[config.mk]
export PLATFORM = sky130hd
export DESIGN_NAME = r_type_retire_tracker
export DESIGN_NICKNAME = d
export VERILOG_FILES = /design/src/rtl/r_type_chk_pkg.sv /design/src/rtl/r_type_ref_alu.sv /design/src/rtl/r_type_retire_tracker.sv
export SDC_FILE = /design/constraint.sdc
export NUM_CORES = 1
export LEC_CHECK = 0
export CAP_MARGIN = 40
export CORE_ASPECT_RATIO = 1.75
export CORE_MARGIN = 1
export CORE_UTILIZATION = 55
export CTS_CLUSTER_SIZE = 25
export DETAILED_ROUTE_END_ITERATION = 8
export PLACE_DENSITY = 0.89
export SLEW_MARGIN = 20
export SYNTH_ARGS = -nofsm -noshare
export SYNTH_HDL_FRONTEND = slang
export SYNTH_HIERARCHICAL = 1
export SYNTH_SLANG_ARGS = --single-unit
[constraint.sdc]
create_clock -name CLK -period 12.2 [get_ports CLK]
set_clock_uncertainty 0.2 [all_clocks]
set_input_delay 1.22 -clock CLK [delete_from_list [all_inputs] [get_ports CLK]]
set_output_delay 1.22 -clock CLK [all_outputs]
set_load 0.01 [all_outputs]
[src/rtl/r_type_chk_pkg.sv]
// Shared types for the darkriscv retirement tracker:
// opcode/funct constants, ALU op and check-result enums, queue entry.
package r_type_chk_pkg;

    localparam logic [6:0] OPC_R     = 7'b0110011;
    localparam logic [6:0] OPC_IMM   = 7'b0010011;
    localparam logic [6:0] OPC_LOAD  = 7'b0000011;
    localparam logic [6:0] OPC_LUI   = 7'b0110111;
    localparam logic [6:0] OPC_AUIPC = 7'b0010111;
    localparam logic [6:0] OPC_JAL   = 7'b1101111;
    localparam logic [6:0] OPC_JALR  = 7'b1100111;

    localparam logic [2:0] F3_ADD  = 3'b000;
    localparam logic [2:0] F3_SLL  = 3'b001;
    localparam logic [2:0] F3_SLT  = 3'b010;
    localparam logic [2:0] F3_SLTU = 3'b011;
    localparam logic [2:0] F3_XOR  = 3'b100;
    localparam logic [2:0] F3_SRL  = 3'b101;
    localparam logic [2:0] F3_OR   = 3'b110;
    localparam logic [2:0] F3_AND  = 3'b111;

    localparam logic [6:0] F7_BASE = 7'b0000000;
    localparam logic [6:0] F7_ALT  = 7'b0100000;

    typedef enum logic [3:0] {
        ALU_ADD,
        ALU_SUB,
        ALU_SLL,
        ALU_SLT,
        ALU_SLTU,
        ALU_XOR,
        ALU_SRL,
        ALU_SRA,
        ALU_OR,
        ALU_AND
    } alu_op_e;

    typedef enum logic [2:0] {
        ERR_NONE        = 3'd0,
        ERR_MISMATCH    = 3'd1,
        ERR_RD_MISMATCH = 3'd2,
        ERR_UNEXPECTED  = 3'd3,
        ERR_TIMEOUT     = 3'd4,
        ERR_OVERFLOW    = 3'd5
    } err_kind_e;

    typedef struct packed {
        logic [4:0]  rd;
        logic        is_r;
        logic [31:0] exp;
    } entry_t;

    function automatic logic writes_rd(input logic [6:0] opc);
        return opc inside {OPC_R, OPC_IMM, OPC_LOAD, OPC_LUI,
                           OPC_AUIPC, OPC_JAL, OPC_JALR};
    endfunction

endpackage

[src/rtl/r_type_ref_alu.sv]
// Reference ALU for RV32I R-type: decodes funct3/funct7 and
// computes the result the core should write back.
module r_type_ref_alu
    import r_type_chk_pkg::*;
(
    input  logic [2:0]  funct3,
    input  logic [6:0]  funct7,
    input  logic [31:0] a,
    input  logic [31:0] b,
    output logic [31:0] result,
    output logic        legal
);

    alu_op_e    op;
    logic [4:0] shamt;

    assign shamt = b[4:0];

    always_comb begin
        op    = ALU_ADD;
        legal = 1'b0;
        if (funct7 == F7_BASE) begin
            legal = 1'b1;
            unique case (funct3)
                F3_ADD:  op = ALU_ADD;
                F3_SLL:  op = ALU_SLL;
                F3_SLT:  op = ALU_SLT;
                F3_SLTU: op = ALU_SLTU;
                F3_XOR:  op = ALU_XOR;
                F3_SRL:  op = ALU_SRL;
                F3_OR:   op = ALU_OR;
                F3_AND:  op = ALU_AND;
                default: op = ALU_ADD;
            endcase
        end else if (funct7 == F7_ALT) begin
            unique case (funct3)
                F3_ADD: begin
                    op    = ALU_SUB;
                    legal = 1'b1;
                end
                F3_SRL: begin
                    op    = ALU_SRA;
                    legal = 1'b1;
                end
                default: legal = 1'b0;
            endcase
        end
    end

    always_comb begin
        result = '0;
        unique case (op)
            ALU_ADD:  result = a + b;
            ALU_SUB:  result = a - b;
            ALU_SLL:  result = a << shamt;
            ALU_SLT:  result = {31'b0, $signed(a) < $signed(b)};
            ALU_SLTU: result = {31'b0, a < b};
            ALU_XOR:  result = a ^ b;
            ALU_SRL:  result = a >> shamt;
            ALU_SRA:  result = 32'($signed(a) >>> shamt);
            ALU_OR:   result = a | b;
            ALU_AND:  result = a & b;
            default:  result = '0;
        endcase
    end

endmodule

[src/rtl/r_type_retire_tracker.sv]
// In-order retirement tracker: queues rd-writing instructions at
// issue and checks them against register-file writebacks.
module r_type_retire_tracker
    import r_type_chk_pkg::*;
#(
    parameter int DEPTH   = 4,
    parameter int TIMEOUT = 16,
    parameter int CNT_W   = 16
) (
    input  logic                     CLK,
    input  logic                     RES,
    input  logic [31:0]              IDATA,
    input  logic                     IVALID,
    input  logic                     FLUSH,
    input  logic [31:0]              RS1_VAL,
    input  logic [31:0]              RS2_VAL,
    input  logic                     WB_VALID,
    input  logic [4:0]               WB_RD,
    input  logic [31:0]              WB_DATA,
    output logic                     CHK_VALID,
    output logic                     CHK_PASS,
    output logic [2:0]               CHK_KIND,
    output logic [31:0]              CHK_EXP,
    output logic [31:0]              CHK_ACT,
    output logic [CNT_W-1:0]         PASS_CNT,
    output logic [CNT_W-1:0]         ERR_CNT,
    output logic [$clog2(DEPTH):0]   LEVEL,
    output logic                     OVF
);

    localparam int IDX_W = $clog2(DEPTH);
    localparam int PTR_W = IDX_W + 1;
    localparam int AGE_W = $clog2(TIMEOUT + 1);

    typedef enum logic [1:0] {
        ST_EMPTY,
        ST_ACTIVE,
        ST_OVERFLOWED
    } state_e;

    entry_t           mem [DEPTH];
    logic [PTR_W-1:0] head_q;
    logic [PTR_W-1:0] tail_q;
    logic [AGE_W-1:0] age_q;
    state_e           state_q;

    logic [6:0]  opc;
    logic [4:0]  rd;
    logic        is_r;
    logic [31:0] alu_res;
    logic        alu_legal;

    assign opc  = IDATA[6:0];
    assign rd   = IDATA[11:7];
    assign is_r = (opc == OPC_R);

    r_type_ref_alu u_alu (
        .funct3 (IDATA[14:12]),
        .funct7 (IDATA[31:25]),
        .a      (RS1_VAL),
        .b      (RS2_VAL),
        .result (alu_res),
        .legal  (alu_legal)
    );

    logic [PTR_W-1:0] level;
    logic [PTR_W-1:0] level_n;
    logic             empty;
    logic             full;
    entry_t           head_e;

    assign level  = tail_q - head_q;
    assign empty  = (level == '0);
    assign full   = (level == PTR_W'(DEPTH));
    assign head_e = mem[head_q[IDX_W-1:0]];

    logic push_req;
    logic push;
    logic wb_ev;
    logic wb_pop;
    logic unexp;
    logic tmo;
    logic pop;
    logic ovf_ev;
    logic rd_bad;
    logic data_bad;
    logic pass_inc;
    logic err_inc;

    assign push_req = IVALID && !FLUSH && writes_rd(opc)
                      && (rd != 5'd0) && (!is_r || alu_legal);
    assign wb_ev    = WB_VALID && (WB_RD != 5'd0);
    assign wb_pop   = wb_ev && !empty;
    assign unexp    = wb_ev && empty;
    // A writeback in the same cycle beats the timeout.
    assign tmo      = !empty && !wb_ev
                      && (age_q == AGE_W'(TIMEOUT));
    assign pop      = wb_pop || tmo;
    assign ovf_ev   = push_req && full && !pop;
    assign push     = push_req && !ovf_ev;

    assign rd_bad   = (WB_RD != head_e.rd);
    assign data_bad = head_e.is_r && (WB_DATA !== head_e.exp);
    assign pass_inc = wb_pop && !rd_bad && !data_bad;
    assign err_inc  = unexp || (wb_pop && (rd_bad || data_bad))
                      || tmo || ovf_ev;

    always_comb begin
        level_n = level;
        if (FLUSH)
            level_n = '0;
        else
            level_n = level + PTR_W'(push) - PTR_W'(pop);
    end

    logic        rep_valid;
    logic        rep_pass;
    err_kind_e   rep_kind;
    logic [31:0] rep_exp;
    logic [31:0] rep_act;

    always_comb begin
        rep_valid = 1'b0;
        rep_pass  = 1'b0;
        rep_kind  = ERR_NONE;
        rep_exp   = '0;
        rep_act   = '0;
        if (wb_ev) begin
            rep_valid = 1'b1;
            rep_act   = WB_DATA;
            if (empty) begin
                rep_kind = ERR_UNEXPECTED;
            end else begin
                if (head_e.is_r)
                    rep_exp = head_e.exp;
                if (rd_bad)
                    rep_kind = ERR_RD_MISMATCH;
                else if (data_bad)
                    rep_kind = ERR_MISMATCH;
                else
                    rep_pass = 1'b1;
            end
        end else if (tmo) begin
            rep_valid = 1'b1;
            rep_kind  = ERR_TIMEOUT;
            if (head_e.is_r)
                rep_exp = head_e.exp;
        end else if (ovf_ev) begin
            rep_valid = 1'b1;
            rep_kind  = ERR_OVERFLOW;
        end
    end

    always_ff @(posedge CLK) begin
        if (push)
            mem[tail_q[IDX_W-1:0]] <= '{rd: rd, is_r: is_r,
                                         exp: is_r ? alu_res : '0};
    end

    always_ff @(posedge CLK) begin
        if (RES) begin
            head_q    <= '0;
            tail_q    <= '0;
            age_q     <= '0;
            state_q   <= ST_EMPTY;
            CHK_VALID <= 1'b0;
            CHK_PASS  <= 1'b0;
            CHK_KIND  <= ERR_NONE;
            CHK_EXP   <= '0;
            CHK_ACT   <= '0;
            PASS_CNT  <= '0;
            ERR_CNT   <= '0;
        end else begin
            // Flush discards whatever survives this cycle's pop.
            if (FLUSH) begin
                head_q <= '0;
                tail_q <= '0;
            end else begin
                head_q <= head_q + PTR_W'(pop);
                tail_q <= tail_q + PTR_W'(push);
            end

            if (pop || FLUSH || empty)
                age_q <= '0;
            else if (age_q != AGE_W'(TIMEOUT))
                age_q <= age_q + 1'b1;

            if (ovf_ev)
                state_q <= ST_OVERFLOWED;
            else if (state_q != ST_OVERFLOWED)
                state_q <= (level_n == '0) ? ST_EMPTY : ST_ACTIVE;

            CHK_VALID <= rep_valid;
            CHK_PASS  <= rep_pass;
            CHK_KIND  <= rep_kind;
            CHK_EXP   <= rep_exp;
            CHK_ACT   <= rep_act;

            if (pass_inc && (PASS_CNT != '1))
                PASS_CNT <= PASS_CNT + 1'b1;
            if (err_inc && (ERR_CNT != '1))
                ERR_CNT <= ERR_CNT + 1'b1;
        end
    end

    assign LEVEL = level;
    assign OVF   = (state_q == ST_OVERFLOWED);

endmodule

Yosys cells after proc, flatten, opt, wreduce, memory -nomap -nowiden
Memories as Yosys holds them, arrays and structs flattened. A register that Yosys moved wholly into a read port is not among the register bits.
Cells that the tools add are included.

cells by class
  add/subtract/negate cells = 10
  multiply operators = 0
  div/mod/pow operators = 0
  $lt $le $gt $ge = 2
  equality and inequality tests = 27
  shift-type cells = 3
  multiplexer cells = 29
  bitwise operators = 4
  reductions and logical operators = 49

operator list
  operator                                       number
  one-hot mux 32 bit (10 select lines)           1
  two-way mux 32 bit                             5
  < comparator 32 bit                            2
  adder 16 x 1 -> 16 bit, second input constant  2
  adder 32 bit                                   1
  AND 32 bit                                     1
  != test 16 bit, second input constant          2
  case inequality test 32 bit                    1
  bitwise OR 32 bit                              1
  << shifter 32 x 5 -> 32 bit                    1
  >> shifter 32 x 5 -> 32 bit                    1
  >>> shifter 32 x 5 -> 32 bit                   1
  subtractor 32 bit                              1
  XOR 32 bit                                     1
  == test 7 x 6 -> 1 bit, second input constant  3
  logical AND 1 bit                              18
  == test 4 x 3 -> 1 bit, second input constant  4
  == test 7 x 5 -> 1 bit, second input constant  2
  == test 7 bit, second input constant           2
  two-way mux 3 bit                              4
  two-way mux 1 bit                              11
  two-way mux 2 bit                              5
  nonzero test 5 bit                             2
  OR reduction 2 bit                             5
  25 further kinds                               47

word-level totals
  flip-flop bits (word level) = 114
  bits in latches = 0
  RAM bits = 152
  bits in read-only memories = 32
  input bits = 138
  output and inout bits = 105
  logic and storage cells = 138
  memories kept = 2

memories
  memory           depth  bits a word  read ports  clocked after Yosys merged registers in  wr ports  line                         source
  mem              4      38           1           1                                        1         r_type_retire_tracker.sv:41  entry_t mem [DEPTH];
  (no name shown)  8      4            1           0                                        0         r_type_ref_alu.sv:24         unique case (funct3)

Longest topological paths before layout
  word-level depth = 18
  mapped depth = 18
  mapped depth without buffers = 18

Cells and area by module
Netlist, hierarchy kept.

modules (own cells, without submodules)
  module                 instances  cells an instance  area each (µm²)  sequential area each (µm²)
  r_type_retire_tracker  1          744                10453.8          6846.6
  r_type_ref_alu         1          1441               8853.5           0.0

Least setup slack after synthesis
OpenSTA, ideal clock, no wires.

  path type = input -> register
  start = in IDATA[28]
  end = mem mem[0][0] (netlist name) (enable)
  setup time = 481 ps
  data arrival time = 5186 ps
  required time = 11519 ps
  slack = 6333 ps
  cell stages on the path = 9
  path buffers = 1
  path through = nor4_1 nand2_1 clkbuf_1 a31oi_1 o2bb2ai_1 nand2_1 a211oi_1 nand2_1 nor3_1

between the ends
  word-level cells in the longest chain between the ends = 11
  elaborated cells between the ends (all ways) = 12
  those cells by class = 1 x eq/ne; 4 x mux; 7 x reduce/logical

RTL lines
  item                             line                          source
  start: declaration               r_type_retire_tracker.sv:12   input logic [31:0] IDATA,
  == test 7 x 6 -> 1 bit           r_type_ref_alu.sv:35          end else if (funct7 == F7_ALT) begin
  two-way mux 1 bit                r_type_ref_alu.sv:35
  two-way mux 1 bit *              r_type_ref_alu.sv:22          if (funct7 == F7_BASE) begin
  named net alu_legal              r_type_retire_tracker.sv:51   logic alu_legal;
  logical OR 1 bit *               r_type_retire_tracker.sv:91   && (rd != 5'd0) && (!is_r || alu_legal);
  logical AND 1 bit *              r_type_retire_tracker.sv:91
  logical AND 1 bit (2 in series)  r_type_retire_tracker.sv:99   assign ovf_ev = push_req && full && !pop;
  zero test 1 bit                  r_type_retire_tracker.sv:100  assign push = push_req && !ovf_ev;
  logical AND 1 bit *              r_type_retire_tracker.sv:100
  two-way mux 1 bit *              r_type_retire_tracker.sv:155  if (push)
  two-way mux 1 bit *              r_type_retire_tracker.sv:157  exp: is_r ? alu_res : '0};
  end: declaration                 r_type_retire_tracker.sv:41

Mark *: on every way through the listed nets, which the timed path passes. The rest lies on a longest branch.

Worst setup path after layout
  start = in IDATA[13]
  end = mem mem[0][25] (netlist name) (data pin)

between the ends
  word-level cells in the longest chain between the ends = 7
  elaborated cells between the ends (all ways) = 18
  those cells by class = 10 x eq/ne; 5 x mux; 2 x reduce/logical; 1 x memory

RTL lines
  item                                                     line                          source
  == test 3 bit / zero test 3 bit (equally long branches)  r_type_ref_alu.sv:36          unique case (funct3)
  one-hot mux 3 bit (2 select lines)                       r_type_ref_alu.sv:36
  two-way mux 4 bit                                        r_type_ref_alu.sv:35
  two-way mux 4 bit *                                      r_type_ref_alu.sv:22
  == test 4 bit, or another cell as far along              r_type_ref_alu.sv:52          unique case (op)
  one-hot mux 32 bit (10 select lines) *                   r_type_ref_alu.sv:52
  named net alu_res[25]                                    r_type_retire_tracker.sv:50   logic [31:0] alu_res;
  two-way mux 32 bit *                                     r_type_retire_tracker.sv:157

Marked as above.

==> results by group <==
STA
  – Period Utilization, post-route: around 50%
  – Final setup violation count: 0
  – Worst Max-Slew Pin Slew: about 950 ps
  – RSZ-0062 raised after global routing: no
  – Final Hold Vio Count: 0
  – Post-layout min period: between 6000 and 7000 ps
  – Max frequency: 0.162 GHz
  – Relative slew slack: 36.8%
  – Setup_tns: 0 ps
  – Count of pins over their slew limit: 0

Final layout
  – Post-Layout Cell Count: approximately 2800
  – Area growth, synth to finish: 17.5%
  – Nets: 2603
  – Filler Cell Count: roughly 2700
  – Share of cells above drive strength 1: 7.62%
  – Post-layout util: between 60% and 70%

Setup path
  – Critical Path Start: IDATA[13]
  – Cell mode on critical path: buf_4
  – End point of the critical path: mem[0][25]
  – Crit path DAT: between 6000 and 7000 ps
  – CP cell instances: clkdlybuf4s50_1 -> inv_1 -> ha_1 -> inv_1 -> mux4_2 -> buf_4 -> nand3_2 -> buf_4 -> nand2_1 -> buf_4 -> and3b_1 -> o21ai_0 -> o21ai_0 -> a2111oi_1 -> o221ai_1 -> and2_1
  – Reg2Reg Depth: 9
  – Internal reg-to-reg setup slack: about 7500 ps
  – CP max-delay cell: a2111oi_1
  – Worst-path maximum fanout: 58
  – Worst r2r src: head_q[0]
  – Worst Setup Path Type: primary input to flip-flop
  – Critical path's largest stage delay: around 840 ps
  – Reg2reg end: PASS_CNT[8]
  – Startpoint Class: primary input
  – Worst setup EP type: flip-flop
  – CP Data Required Time: roughly 12000 ps

Outcome
  – Status: finished clean

Global route
  – Initial antenna violation count: 0
  – Largest net degree at the start of global routing: 73
  – First-pass GRT wire length: 113000 um
  – Vias in the first global route: ~18000
  – GR Layer Usage met1: between 40 and 50%
  – Most used routing layer: met2
  – Met2 Track Usage GR: 73.7%
  – Met3 usage: between 6 and 7%
  – Overflow after GRT: 0
  – Total track usage: a little over two fifths

Floorplan
  – Num rows: 90
  – Initial Util: a little under three fifths
  – Die height: ~250 um
  – DIE AREA: around 36000 um^2
  – Core region area: approximately 35000 um^2
  – Die width: approximately 140 um
  – Io pins: 243

Power and ir drop
  – VDD IR max: 0.0645 mV
  – Leak: around 8.7 nW
  – Power Density: 95.7 nW/um^2
  – Pwr Total: about 2.2 mW

Clock tree
  – Post-CTS Setup Bufs: 0
  – Quantity of gates resized following cts: 0
  – Worst-Skew Late Latency: about 500 ps
  – Clk sinks: approximately 270
  – Inserted Clock Buffers: 20
  – Clock root cell: clkbuf_16
  – Clk buf depth: 3
  – Hold buffers post-CTS: 0
  – H-tree Lvls: 1
  – Clk slew on worst S/H paths: 70 ps
  – CTS tree: built

Logic synthesis
  – Mean Syn Cell Area: roughly 8.8 um^2
  – Mapped Cells: 2185
  – Post-synthesis sequential area ratio: a little over a third
  – Synthesized Nets: ~2400
  – Warnings from Yosys: 6
  – Mapped Area: between 15000 and 20000 um^2
  – Asr flop ratio synth: 0%
  – Ys flop type: edfxtp_1
  – Post-synth EDFFs: around 150
  – Cell variety after synth: just under 90
  – Flops & latches, synth: ~270

Hold path
  – Worst Hold Class: flip-flop to flip-flop

Detailed routing
  – Drt first pass iters: 6
  – Via density: 6.67
  – ANT nets after route: 0
  – Starting DRT DRC Count: a little over 2000
  – Mean routed wirelength per cell: between 20 and 30 um
  – Vias: 18900
  – Routed wire length: 77600 um
  – DRC: 0

Placed design
  – Placed insts: approximately 2800
  – Global placer's final weighted congestion: ~1.0
  – I/O Buffers: ~230
  – Hpwl dp: approximately 57000 um

Flow run
  – MaxCap Viol Count: 0
[sequential cells by signal, indices dropped and copies added, names as in the netlist]
signal / count
CHK_ACT: 32
CHK_EXP: 32
CHK_KIND: 3
CHK_PASS: 1
CHK_VALID: 1
ERR_CNT: 16
PASS_CNT: 16
age_q: 5
head_q: 3
mem: 152
state_q: 2
tail_q: 3
[how the worst min path moves through the flow]
stage / startpoint / to / slack, ps / depth (start not counted)
6_report: ERR_CNT[6] / ERR_CNT[6] / 310 / 2
5_1_grt: PASS_CNT[1] / PASS_CNT[1] / 340 / 2
4_1_cts: ERR_CNT[6] / ERR_CNT[6] / 310 / 2
3_5_place_dp: ERR_CNT[6] / ERR_CNT[6] / 300 / 2
3_3_place_gp: ERR_CNT[6] / ERR_CNT[6] / 280 / 2
2_1_floorplan: age_q[4] / age_q[4] / 270 / 2
[metal layers]
layer / wire [um] / part of all wire, %
met4: 8010 / 10
met5: 0 / 0
met3: 5900 / 7.6
met2: 38100 / 49
met1: 25500 / 33
[critical path: cells and delay by family]
kind | cells | cell delay, ps
adders and majority gates | 1 | 360
muxes | 1 | 240
buffers and inverters | 6 | 1890
and+or+nand+nor | 4 | 710
AOI/OAI and AO/OA | 4 | 1680
[per-stage QoR]
step	cell area (um^2)	setup slack [ps]	hold WS, ps
after floorplan	19300	6330	271
after global placement	21900	5570	283
after detailed placement	22000	5790	300
after CTS	22600	6260	313
after global routing	22700	6160	338
final	22700	6040	312
[cells in the final DEF (no fill, tap or decap), types with 33 or more instances in the layout]
master / Yosys / layout
clkdlybuf4s50_1: 0 / 227
and2_1: 58 / 58
xnor2_1: 64 / 64
and3_1: 34 / 34
nor3_1: 39 / 34
ha_1: 113 / 113
mux2i_1: 57 / 57
mux4_2: 54 / 54
edfxtp_1: 152 / 152
nor2_1: 235 / 234
inv_1: 126 / 126
a211oi_1: 33 / 33
a21oi_1: 192 / 192
nand3_1: 43 / 42
nor2b_1: 34 / 34
dfxtp_1: 114 / 113
nand2_1: 188 / 188
buf_4: 1 / 38
o21ai_0: 131 / 131
[Yosys cell counts, types with 6 or more instances]
library cell  number  area [um^2]
buf_2             17         85.1
mux2i_1           57          571
o31ai_1           12         90.1
and3_1            34          213
nand2_1          188          706
buf_1             26         97.6
a2111oi_0          6         52.6
o221ai_1          13          114
a221oi_1           8         70.1
or3_1             20          125
edfxtp_1         152         4560
xnor2_1           64          561
nand4_1           24          150
clkbuf_1          88          330
o21ai_1            7         35.0
mux2_2             9          101
a21boi_0           7         52.6
o21bai_1          17          128
nand2b_1          22          138
a211oi_1          33          248
mux4_2            54         1220
a222oi_1           8         80.1
a21o_1            23          173
and2_1            58          363
nand3_1           43          215
a211o_1            6         52.6
inv_1            126          473
ha_1             113         1410
nor4_1            14         87.6
a21oi_1          192          961
a31oi_1           14         87.6
nor3_1            39          195
o22ai_1           20          125
or4_1              9         67.6
o21ai_0          131          656
dfxtp_1          114         2280
o211ai_1          29          218
nor2b_1           34          213
nor2_1           235          882
xor2_1             6         52.6
[where the power goes]
group | internal, mW | total, mW | switching [mW]
sequential | 0.946 | 0.950 | 0.00398
combinational | 0.197 | 0.541 | 0.344
clock | 0.369 | 0.679 | 0.310
total | 1.51 | 2.17 | 0.658
[area by class of cell]
type	count	area (um^2)	share of cell area, %
Clock inverter	5	31.3	0.138
Tap cell	460	576	2.54
Clock buffer	31	646	2.85
Antenna cell	3	7.51	0.0331
Sequential cell	266	6850	30.2
Timing Repair Buffer	278	2640	11.6
Multi-Input combinational cell	1652	11400	50.5
Inverter	130	488	2.15
[cells by family (layout without fill, tap and decap cells)]
group	Yosys count	in the layout	synth area share (%)
compound gates	588	588	19.1
xor+xnor	71	71	3.30
fa+ha+maj	117	117	7.74
buf+inv	267	444	5.51
flops	266	266	35.5
mux	123	123	9.95
other cells	0	3	0
simple gates	753	753	18.9
Note: power is estimated with default switching activity, not from simulation.
